### src/rtl/npc_seq_ctrl.sv
// Multi-cycle sequencer for the NPC RV32 core: fetch/data-memory handshakes,
// once-per-instruction PC/RF write strobes, ebreak halt and response timeout.
module npc_seq_ctrl #(
    parameter int unsigned TIMEOUT = 255,
    parameter int unsigned CNT_W   = 32
) (
    input  logic             clk,
    input  logic             rst,
    output logic             imem_req_valid,
    input  logic             imem_req_ready,
    input  logic             imem_resp_valid,
    input  logic [31:0]      imem_resp_data,
    output logic [31:0]      inst,
    output logic             inst_valid,
    input  logic             dec_load,
    input  logic             dec_store,
    input  logic             dec_wreg,
    input  logic             dec_ebreak,
    output logic             dmem_req_valid,
    output logic             dmem_req_we,
    input  logic             dmem_req_ready,
    input  logic             dmem_resp_valid,
    output logic             pc_wen,
    output logic             rf_wen,
    output logic             halt,
    output logic             err,
    output logic [3:0]       state,
    output logic [CNT_W-1:0] retired
);

    typedef enum logic [3:0] {
        IDLE  = 4'd0,
        FETCH = 4'd1,
        FWAIT = 4'd2,
        EXEC  = 4'd3,
        MEM   = 4'd4,
        MWAIT = 4'd5,
        WB    = 4'd6,
        HALT  = 4'd7,
        ERR   = 4'd8
    } state_t;

    // Last wait-cycle index before a missing response is declared a timeout.
    localparam logic [15:0] CNT_LAST = 16'(TIMEOUT - 1);

    state_t           state_q, state_d;
    logic [15:0]      cnt_q, cnt_d;
    logic [31:0]      inst_q, inst_d;
    logic             st_q, st_d;
    logic             wreg_q, wreg_d;
    logic [CNT_W-1:0] retired_q, retired_d;

    always_ff @(posedge clk) begin
        if (rst) begin
            state_q   <= IDLE;
            cnt_q     <= '0;
            inst_q    <= '0;
            st_q      <= 1'b0;
            wreg_q    <= 1'b0;
            retired_q <= '0;
        end else begin
            state_q   <= state_d;
            cnt_q     <= cnt_d;
            inst_q    <= inst_d;
            st_q      <= st_d;
            wreg_q    <= wreg_d;
            retired_q <= retired_d;
        end
    end

    always_comb begin
        state_d        = state_q;
        cnt_d          = cnt_q;
        inst_d         = inst_q;
        st_d           = st_q;
        wreg_d         = wreg_q;
        retired_d      = retired_q;
        imem_req_valid = 1'b0;
        inst_valid     = 1'b0;
        dmem_req_valid = 1'b0;
        dmem_req_we    = 1'b0;
        pc_wen         = 1'b0;
        rf_wen         = 1'b0;
        halt           = 1'b0;
        err            = 1'b0;

        case (state_q)
            IDLE: state_d = FETCH;
            FETCH: begin
                imem_req_valid = 1'b1;
                if (imem_req_ready) begin
                    state_d = FWAIT;
                    cnt_d   = '0;
                end
            end
            FWAIT: begin
                if (imem_resp_valid) begin
                    inst_d  = imem_resp_data;
                    state_d = EXEC;
                end else if (cnt_q == CNT_LAST) begin
                    state_d = ERR;
                end else begin
                    cnt_d = cnt_q + 16'd1;
                end
            end
            EXEC: begin
                inst_valid = 1'b1;
                // A load+store decode collapses to a store.
                st_d       = dec_store;
                wreg_d     = dec_wreg;
                if (dec_ebreak)                 state_d = HALT;
                else if (dec_load || dec_store) state_d = MEM;
                else                            state_d = WB;
            end
            MEM: begin
                inst_valid     = 1'b1;
                dmem_req_valid = 1'b1;
                dmem_req_we    = st_q;
                if (dmem_req_ready) begin
                    state_d = MWAIT;
                    cnt_d   = '0;
                end
            end
            MWAIT: begin
                inst_valid = 1'b1;
                if (dmem_resp_valid) begin
                    state_d = WB;
                end else if (cnt_q == CNT_LAST) begin
                    state_d = ERR;
                end else begin
                    cnt_d = cnt_q + 16'd1;
                end
            end
            WB: begin
                inst_valid = 1'b1;
                pc_wen     = 1'b1;
                rf_wen     = wreg_q & ~st_q;
                retired_d  = retired_q + CNT_W'(1);
                state_d    = FETCH;
            end
            HALT: halt = 1'b1;
            ERR: begin
                halt = 1'b1;
                err  = 1'b1;
            end
            default: state_d = IDLE;
        endcase
    end

    assign state   = state_q;
    assign inst    = inst_q;
    assign retired = retired_q;

endmodule
### config.mk
export PLATFORM = sky130hd
export DESIGN_NAME = npc_seq_ctrl
export DESIGN_NICKNAME = d
export VERILOG_FILES = /design/src/rtl/npc_seq_ctrl.sv
export SDC_FILE = /design/constraint.sdc
export NUM_CORES = 1
export LEC_CHECK = 0
export ABC_AREA = 0
export CELL_PAD_IN_SITES_DETAIL_PLACEMENT = 0
export CELL_PAD_IN_SITES_GLOBAL_PLACEMENT = 1
export CORE_MARGIN = 2
export CORE_UTILIZATION = 38
export CTS_BUF_LIST = sky130_fd_sc_hd__clkbuf_8
export DETAILED_ROUTE_END_ITERATION = 10
export GPL_ROUTABILITY_DRIVEN = 0
export HOLD_SLACK_MARGIN = 0.03
export PLACE_DENSITY_LB_ADDON = 0.1
export SLEW_MARGIN = 20
export SYNTH_ARGS = -nofsm -noshare
export SYNTH_HDL_FRONTEND = slang
export SYNTH_SLANG_ARGS = --single-unit
### constraint.sdc
create_clock -name clk -period 3.55 [get_ports clk]
set_input_delay 0.71 -clock clk [delete_from_list [all_inputs] [get_ports clk]]
set_output_delay 0.71 -clock clk [all_outputs]
set_load 0.005 [all_outputs]
==> results of run 1 <==
## worst max-delay path, cell delays in order, from the launching register on
cell and delay (ns):
dfxtp_1 0.81, and4bb_2 0.51, and3b_1 0.19, clkdlybuf4s50_1 0.49
## path summary, 6_finish.rpt
path / endpoint / slack (ns) / depth (start not counted)
worst max-delay path: rf_wen / 0.48 / 3
worst max register to register: retired[24] / 0.84 / 5
worst min-delay path: inst[6] / 0.46 / 2
worst min register to register: inst[6] / 0.46 / 2
## power by group
group	internal [mW]	leakage, nW	switching, mW
clock network	0.404	0.107	0.380
logic	0.284	0.951	0.308
registers	1.02	0.694	0.0845
## metal layers
layer / GRT usage, % / up-vias / share of wire, %
li1: - / 1906 / -
met1: 23.8 / 1752 / 45
met2: 30.4 / 90 / 48
met3: 4.60 / 10 / 5.8
met4: 5.64 / 0 / 0.96
met5: 0 / - / 0
## synth_stat cells (all sizes together), types with 3 or more instances
master  number  area, µm²
o211ai       3       22.5
nor3b        4       30.0
a21oi       53        265
nand3b       6       45.0
buf          9       57.6
nand4       13       96.3
or4          6       45.0
nand2b       3       18.8
or2          5       31.3
clkbuf      20       75.1
dfxtp       86       1720
nand2       88        330
or3         15       95.1
and3         3       18.8
o21ai       15       75.1
xor2         6       52.6
mux2i        5       50.1
nand3       13       65.1
nor4         7       65.1
and4         6       52.6
o31ai        3       22.5
inv         13       48.8
xnor2       22        193
nor2        47        176
nor3        15       75.1
ha           3       37.5
## stage by stage
step | setup WS, ns | cells | total power [mW]
after global placement | 0.762 | 720 | 1.72
after CTS | 0.465 | 736 | 2.52
after detailed placement | 0.699 | 720 | 1.73
final | 0.478 | 736 | 2.48
after floorplan | 1.57 | 493 | 1.49
after global routing | 0.340 | 736 | 2.63
## area by class of cell
| cell class | instances | area [µm²] | share of cell area, % |
|---|---|---|---|
| Clock buffer | 9 | 124 | 2.28 |
| Clock inverter | 7 | 101 | 1.87 |
| Inverter | 13 | 48.8 | 0.899 |
| Multi-Input combinational cell | 365 | 2070 | 38.2 |
| Sequential cell | 86 | 1720 | 31.7 |
| Tap cell | 136 | 170 | 3.14 |
| Timing Repair Buffer | 120 | 1190 | 21.9 |
## sequential cells by signal, summed over array words and instances (netlist names)
register and cells:
cnt_q 16, wreg_q 1, retired 32, state 4, st_q 1, inst 32
## cells by family (layout without fill, tap and decap cells)
| group | after synthesis | in the layout | synth area share, % |
|---|---|---|---|
| AOI/OAI and AO/OA | 85 | 85 | 12.0 |
| adders and majority gates | 3 | 3 | 0.944 |
| and+or+nand+nor | 244 | 244 | 31.8 |
| buffers and inverters | 42 | 149 | 4.56 |
| muxes | 5 | 5 | 1.26 |
| xor gates and xnor gates | 28 | 28 | 6.17 |
| DFF | 86 | 86 | 43.3 |
==> run_results.csv, run 1 <==
group,metric,value,unit
detailed_routing,ant_nets,0,
global_route,grt_pass1_vias,3572,
layout,drive_gt1_share,5.33,%
detailed_routing,wirelength,10400,µm
run,drv_cap,0,
cts,clock_latency,0.35,ns
status,outcome,"finished, final reports clean",
synthesis,synthCells,493,
power,ir_drop,229,µV
cts,htree_levels,3,
layout,fin_nets,640,
setup_path,reg2reg_from,"state[2]",
floorplanning,dieArea,11300,µm²
global_route,overflow,0,
global_route,antenna_found_initial,0,
synthesis,ys_async_sr_fraction,0,%
synthesis,syn_avg_cell_area,8.06,µm²
synthesis,synth_area,3980,µm²
floorplanning,fp.dieH,106,µm
timing,final-hold-violation-count,0,
synthesis,postSynthNetCount,538,
timing,period_share,86.5,%
cts,cts_tree,"built",
global_route,grt_pass1_wl,17000,µm
cts,cts.path.max_buffers,2,
setup_path,path_max_fanout,24,
floorplanning,io_pins,118,
min_path,holdCritStartpoint,"inst[6]",
cts,cts_setup_buffers,0,
placement,dpl_cell_area,5200,µm²
layout,finalInstanceArea,5430,µm²
layout,final_common_cell,"clkdlybuf4s50_1",
setup_path,cp.required,2.84,ns
setup_path,cp-end-kind,"output pin",
placement,portBuffers,117,
cts,cts.hold.buffers_added,0,
detailed_routing,drc_errors,0,
layout,syn2layout_area_growth,36.5,%
layout,diodes,0,
timing,fmax,0.325,GHz
detailed_routing,drt_first_pass_iters,4,
detailed_routing,wire_per_inst,14.1,µm
synthesis,synth-seq-cells,86,
setup_path,start_kind,"flop",
layout,layout_common_cells,"clkdlybuf4s50_1 (116), nand2_1 (88), dfxtp_1 (86), a21oi_1 (53), nor2_1 (47)",
detailed_routing,via_count,3758,
global_route,groute.usage.overall,18.4,%
cts,post_cts_resized,0,
detailed_routing,drt-vias-per-instance,5.11,
synthesis,ys_seq_area_share,43.3,%
setup_path,cp.arrival,2.36,ns
setup_path,worstSetupPathType,"reg2out",
synthesis,ys_types,55,
power,p_per_area,458,nW/µm²
timing,tightest_slew,0.813,ns
min_path,hp-class,"reg2reg",
layout,fin_util,53.0,%
timing,period_minus_slack,3.07,ns
layout,fill_cells,987,
cts,cts-buffers-inserted,9,
floorplanning,die_width,106,µm
synthesis,ys_warn_count,0,
setup_path,cp-startpoint,"state[2]",
synthesis,synth-edff-count,0,
power,leakagePower,1.75,nW
timing,fin_tns_setup,0,ns
cts,cts.clk_slew.worst_paths,0.09,ns
timing,rsz0062_at_grt,"no",
cts,clock_sinks,86,
floorplanning,core_area,10200,µm²
timing,hold_ws,0.457,ns
global_route,grt_max_degree,76,
detailed_routing,drtIter0Drc,156,
timing,maxSlewViolCount,0,
timing,fin_skew,0.0139,ns
cts,cts_root_buf,"clkbuf_8",
timing,setup_violations,0,
synthesis,synth_flop_cell,"dfxtp_1",
floorplanning,initial_core_util,38.9,%
floorplanning,rows,37,
placement,dpl.hpwl,6930,µm
timing,slew_headroom,45.8,%
Note: power is estimated with default switching activity, not from simulation.
==> run 2, diff against run 1 <==
==> constraint.sdc (replaced) <==
create_clock -name clk -period 3.55 [get_ports clk]
set_input_delay 1.065 -clock clk [delete_from_list [all_inputs] [get_ports clk]]
set_output_delay 1.065 -clock clk [all_outputs]
set_load 0.005 [all_outputs]
==> run 2 against run 1 <==
Net effect:
- non-clock buffer count increased by 4
- wire length fell by 0.62%
- cell count increased by 0.54%
- via count grew 0.85%
- critical endpoint is now halt
- count of clock-buffer cells in the layout stayed put
- clock power fell by 21%
- clock skew decreased by 0.0043 ns
- critical path type unchanged
- global-route usage up 0.35 points
- register-to-register slack improved by 0.25 ns
- fmax fell by 3.8%
==> run_results.csv, run 2 (synthesized netlist as in run 1, its figures left out) <==
group,metric,value,unit
setup_path,cp.arrival,2.13,ns
global_route,grt_pass1_wl,17100,µm
floorplanning,core_area,10200,µm²
setup_path,worstRegToRegCells,5,
layout,instances_no_fill,740,
floorplanning,fp.dieH,106,µm
run,drv_cap,0,
setup_path,path_delay_family,"flip-flops",
setup_path,reg2reg_from,"state[1]",
setup_path,cp.required,2.48,ns
timing,fin_tns_setup,0,ns
cts,htree_levels,3,
cts,cts.path.max_buffers,2,
setup_path,r2r-end,"retired[24]",
global_route,grt_max_degree,37,
layout,fill_cells,977,
layout,fin_nets,644,
cts,clock_latency,0.36,ns
power,p_per_area,432,nW/µm²
cts,cts_setup_buffers,0,
placement,portBuffers,117,
detailed_routing,via_count,3790,
detailed_routing,drt-vias-per-instance,5.12,
detailed_routing,ant_nets,0,
timing,maxSlewViolCount,0,
power,ir_drop,233,µV
placement,dpl.hpwl,7150,µm
floorplanning,dieArea,11300,µm²
layout,layout_common_cells,"clkdlybuf4s50_1 (116), nand2_1 (88), dfxtp_1 (86), a21oi_1 (53), nor2_1 (47)",
power,leakagePower,1.75,nW
placement,placed_cells,724,
timing,tightest_slew,0.661,ns
detailed_routing,wire_per_inst,13.9,µm
timing,fin_skew,0.00956,ns
timing,slew_headroom,55.8,%
floorplanning,io_pins,118,
setup_path,slowest_stage,"dfxtp_1",
layout,diodes,0,
setup_path,worstSetupPathType,"reg2out",
timing,fmax,0.313,GHz
global_route,antenna_found_initial,0,
cts,cts_root_buf,"clkbuf_8",
detailed_routing,drtIter0Drc,138,
setup_path,crit_chain,"nor4b_1 -> a31o_2 -> clkdlybuf4s50_1",
floorplanning,rows,37,
timing,rsz0062_at_grt,"no",
min_path,hold_path_depth,2,
global_route,grt_pass1_vias,3612,
floorplanning,initial_core_util,38.9,%
status,outcome,"finished, final reports clean",
timing,hold_ws,0.457,ns
setup_path,cp-end-kind,"output pin",
setup_path,rrSetupSlack,1.09,ns
min_path,hp-class,"reg2reg",
cts,cts.hold.buffers_added,0,
detailed_routing,wirelength,10300,µm
floorplanning,die_width,106,µm
layout,drive_gt1_share,5.79,%
global_route,overflow,0,
min_path,hold_end,"inst[20]",
detailed_routing,drt_first_pass_iters,5,
cts,clock_sinks,86,
timing,final-hold-violation-count,0,
layout,syn2layout_area_growth,36.0,%
layout,final_common_cell,"clkdlybuf4s50_1",
setup_path,max_stage_delay,0.59,ns
min_path,holdCritStartpoint,"inst[20]",
cts,cts_tree,"built",
detailed_routing,drc_errors,0,
cts,cts-buffers-inserted,9,
setup_path,start_kind,"flop",
setup_path,crit_buf_inv,1,
timing,period_share,89.9,%
timing,period_minus_slack,3.19,ns
cts,cts.clk_slew.worst_paths,0.08,ns
setup_path,path_max_fanout,13,
cts,post_cts_resized,0,
timing,setup_violations,0,
global_route,groute.usage.overall,18.8,%
-- run 2: cell types whose count changed in the layout (fill, tap and decap cells not counted) --
cell | before | now
buf_4 | 3 | 7
bufinv_16 | 2 | 0
clkinv_2 | 0 | 1
clkinv_4 | 0 | 1
inv_1 | 13 | 14
inv_6 | 3 | 2
-- run 2: layout make-up --
cell class / instances / area (µm²) / share of cell area (%)
Inverter: 13 / 48.8 / 0.903
Clock inverter: 7 / 50.0 / 0.926
Sequential cell: 86 / 1720 / 31.9
Clock buffer: 9 / 124 / 2.29
Timing Repair Buffer: 124 / 1220 / 22.5
Multi-Input combinational cell: 365 / 2070 / 38.3
Tap cell: 136 / 170 / 3.15
-- run 2: where the power goes --
part / internal [mW] / switching, mW / leakage [nW] / total, mW
combinational: 0.297 / 0.325 / 0.970 / 0.622
sequential: 1.02 / 0.0656 / 0.694 / 1.09
clock: 0.256 / 0.366 / 0.0874 / 0.622
total: 1.58 / 0.756 / 1.75 / 2.33
-- run 2: worst max path at each step --
stage	start	endpoint	slack, ns	cells past startpoint
floorplan	state[3]	halt	1.22	3
global placement	imem_resp_valid	cnt_q[2]	0.62	6
detailed placement	imem_resp_valid	cnt_q[2]	0.56	6
CTS	state[2]	halt	0.33	4
global route	state[3]	halt	0.15	3
finish	state[3]	halt	0.36	3
-- run 2: routing by layer --
layer / track usage, % / vias to the layer above / routed length, µm
met4: 7.05 / 0 / 186
met3: 6.38 / 13 / 707
met5: 0 / - / 0
li1: - / 1918 / -
met1: 23.5 / 1767 / 4580
met2: 29.9 / 92 / 4830
-- run 2: worst register-to-register path: stages, from the launching register on --
cell	delay (ns)
dfxtp_1	0.59
and4bb_2	0.46
nand4_1	0.58
nor4_1	0.52
xnor2_1	0.16
nor2_1	0.05
-- run 2: per-stage QoR --
stage          instance area [µm²]  setup WS, ns  util [%]  total power, mW
6_report                      5410         0.358      52.8             2.33
5_1_grt                       5410         0.149      52.8             2.48
4_1_cts                       5410         0.329      52.8             2.36
3_5_place_dp                  5230         0.561      51.1             1.74
3_3_place_gp                  5230         0.623      51.1             1.73
2_1_floorplan                 3980          1.22         -             1.49
==> run 3, diff against run 2 <==
CTS_CLUSTER_DIAMETER = 100   (was default)
PLACE_DENSITY_LB_ADDON = 0.05   (was 0.1)
==> run 3 against run 2 <==
Net effect:
- design area rose by 1.2%
- worst setup slack improved by 0.015 ns
- via count fell by 0.29%
- fmax rose by 0.47%
- wire length rose by 1.7%
- sequential share of layout area fell by 0.39 points
- largest cell class unchanged
- largest power group unchanged
==> run_results.csv, run 3 (synthesized netlist as in run 1, its figures left out) <==
group,metric,value,unit
setup_path,crit_chain,"and4bb_2 -> and3b_1 -> clkdlybuf4s50_1",
detailed_routing,drt-vias-per-instance,5.11,
power,ir_drop,194,µV
cts,htree_levels,3,
detailed_routing,drt_first_pass_iters,4,
timing,period_share,89.5,%
power,p_per_area,461,nW/µm²
global_route,overflow,0,
timing,period_minus_slack,3.18,ns
layout,final_common_cell,"clkdlybuf4s50_1",
timing,final-hold-violation-count,0,
setup_path,worstRegToRegCells,5,
global_route,grt_pass1_vias,3464,
timing,fin_tns_setup,0,ns
layout,diodes,0,
detailed_routing,via_count,3779,
detailed_routing,wirelength,10500,µm
floorplanning,rows,37,
timing,slew_headroom,54.5,%
cts,cts_root_buf,"clkbuf_8",
global_route,grt_pass1_wl,17100,µm
setup_path,crit_cells,3,
setup_path,path_max_fanout,16,
setup_path,worstSetupPathType,"reg2out",
cts,cts.path.max_buffers,2,
cts,cts_setup_buffers,0,
detailed_routing,wire_per_inst,14.2,µm
floorplanning,dieArea,11300,µm²
floorplanning,fp.dieH,106,µm
setup_path,start_kind,"flop",
setup_path,cp.required,2.48,ns
floorplanning,die_width,106,µm
cts,cts.hold.buffers_added,0,
layout,drive_gt1_share,5.79,%
detailed_routing,drtIter0Drc,229,
setup_path,max_stage_delay,0.61,ns
floorplanning,initial_core_util,38.9,%
setup_path,crit_buf_inv,1,
placement,portBuffers,117,
cts,cts.clk_slew.worst_paths,0.08,ns
timing,tightest_slew,0.680,ns
global_route,antenna_found_initial,0,
layout,layout_common_cells,"clkdlybuf4s50_1 (116), nand2_1 (88), dfxtp_1 (86), a21oi_1 (53), nor2_1 (47)",
floorplanning,core_area,10200,µm²
layout,fin_util,53.5,%
global_route,grt_max_degree,40,
setup_path,path_delay_family,"simple AND/OR/NAND/NOR gates",
status,outcome,"finished, final reports clean",
power,leakagePower,1.79,nW
global_route,groute.usage.overall,18.8,%
layout,fin_nets,646,
layout,syn2layout_area_growth,37.6,%
timing,setup_violations,0,
timing,maxSlewViolCount,0,
cts,cts_tree,"built",
setup_path,cp.arrival,2.11,ns
floorplanning,io_pins,118,
cts,cts-buffers-inserted,9,
setup_path,slowest_stage,"dfxtp_1",
timing,fin_skew,0.0162,ns
min_path,hold_path_depth,2,
setup_path,cp-end-kind,"output pin",
detailed_routing,ant_nets,0,
placement,dpl.hpwl,7110,µm
run,drv_cap,0,
timing,fmax,0.315,GHz
min_path,hp-class,"reg2reg",
cts,clock_latency,0.36,ns
timing,rsz0062_at_grt,"no",
cts,post_cts_resized,0,
detailed_routing,drc_errors,0,
cts,clock_sinks,86,
## run 3: path summary, 6_finish.rpt
| path | start | to | slack (ns) |
|---|---|---|---|
| worst max-delay path | state[1] | rf_wen | 0.37 |
| worst min-delay path | inst[2] | inst[2] | 0.45 |
| worst max register to register | state[1] | retired[24] | 1.06 |
| worst min register to register | inst[2] | inst[2] | 0.45 |
## run 3: metrics by stage
step | setup WS [ns] | power (mW) | instances | instance area, µm² | hold WS, ns
3_5_place_dp | 0.561 | 1.75 | 726 | 5250 | 0.447
5_1_grt | 0.250 | 2.67 | 740 | 5470 | 0.480
2_1_floorplan | 1.22 | 1.49 | 493 | 3980 | 0.447
3_3_place_gp | 0.615 | 1.74 | 726 | 5250 | 0.441
4_1_cts | 0.350 | 2.55 | 740 | 5470 | 0.458
6_report | 0.373 | 2.52 | 740 | 5470 | 0.453
## run 3: final cells by class
class / instances / area [µm²]
clock buffer: 9 / 124
tap: 136 / 170
inverter: 13 / 48.8
timing repair buffer: 126 / 1230
fill: 972 / 4760
clock inverter: 5 / 101
multi-input combinational: 365 / 2070
sequential: 86 / 1720
## run 3: per-layer routing
layer / global-route usage (%) / part of all wire, %
met3: 6.87 / 7.6
met5: 0 / 0
met4: 5.45 / 0.94
met2: 27.9 / 45
met1: 25.4 / 47
## run 3: worst register-to-register path, delay by kind of cell, from the launching register on
kind,cells,cell delay [ns]
simple gates,4,1.61
flops,1,0.61
xor+xnor,1,0.17
## run 3: where the power goes
part | total, mW | switching, mW | internal (mW) | leakage, nW
sequential | 1.08 | 0.0566 | 1.02 | 0.694
clock | 0.799 | 0.341 | 0.458 | 0.113
combinational | 0.645 | 0.343 | 0.302 | 0.981
total | 2.52 | 0.741 | 1.78 | 1.79
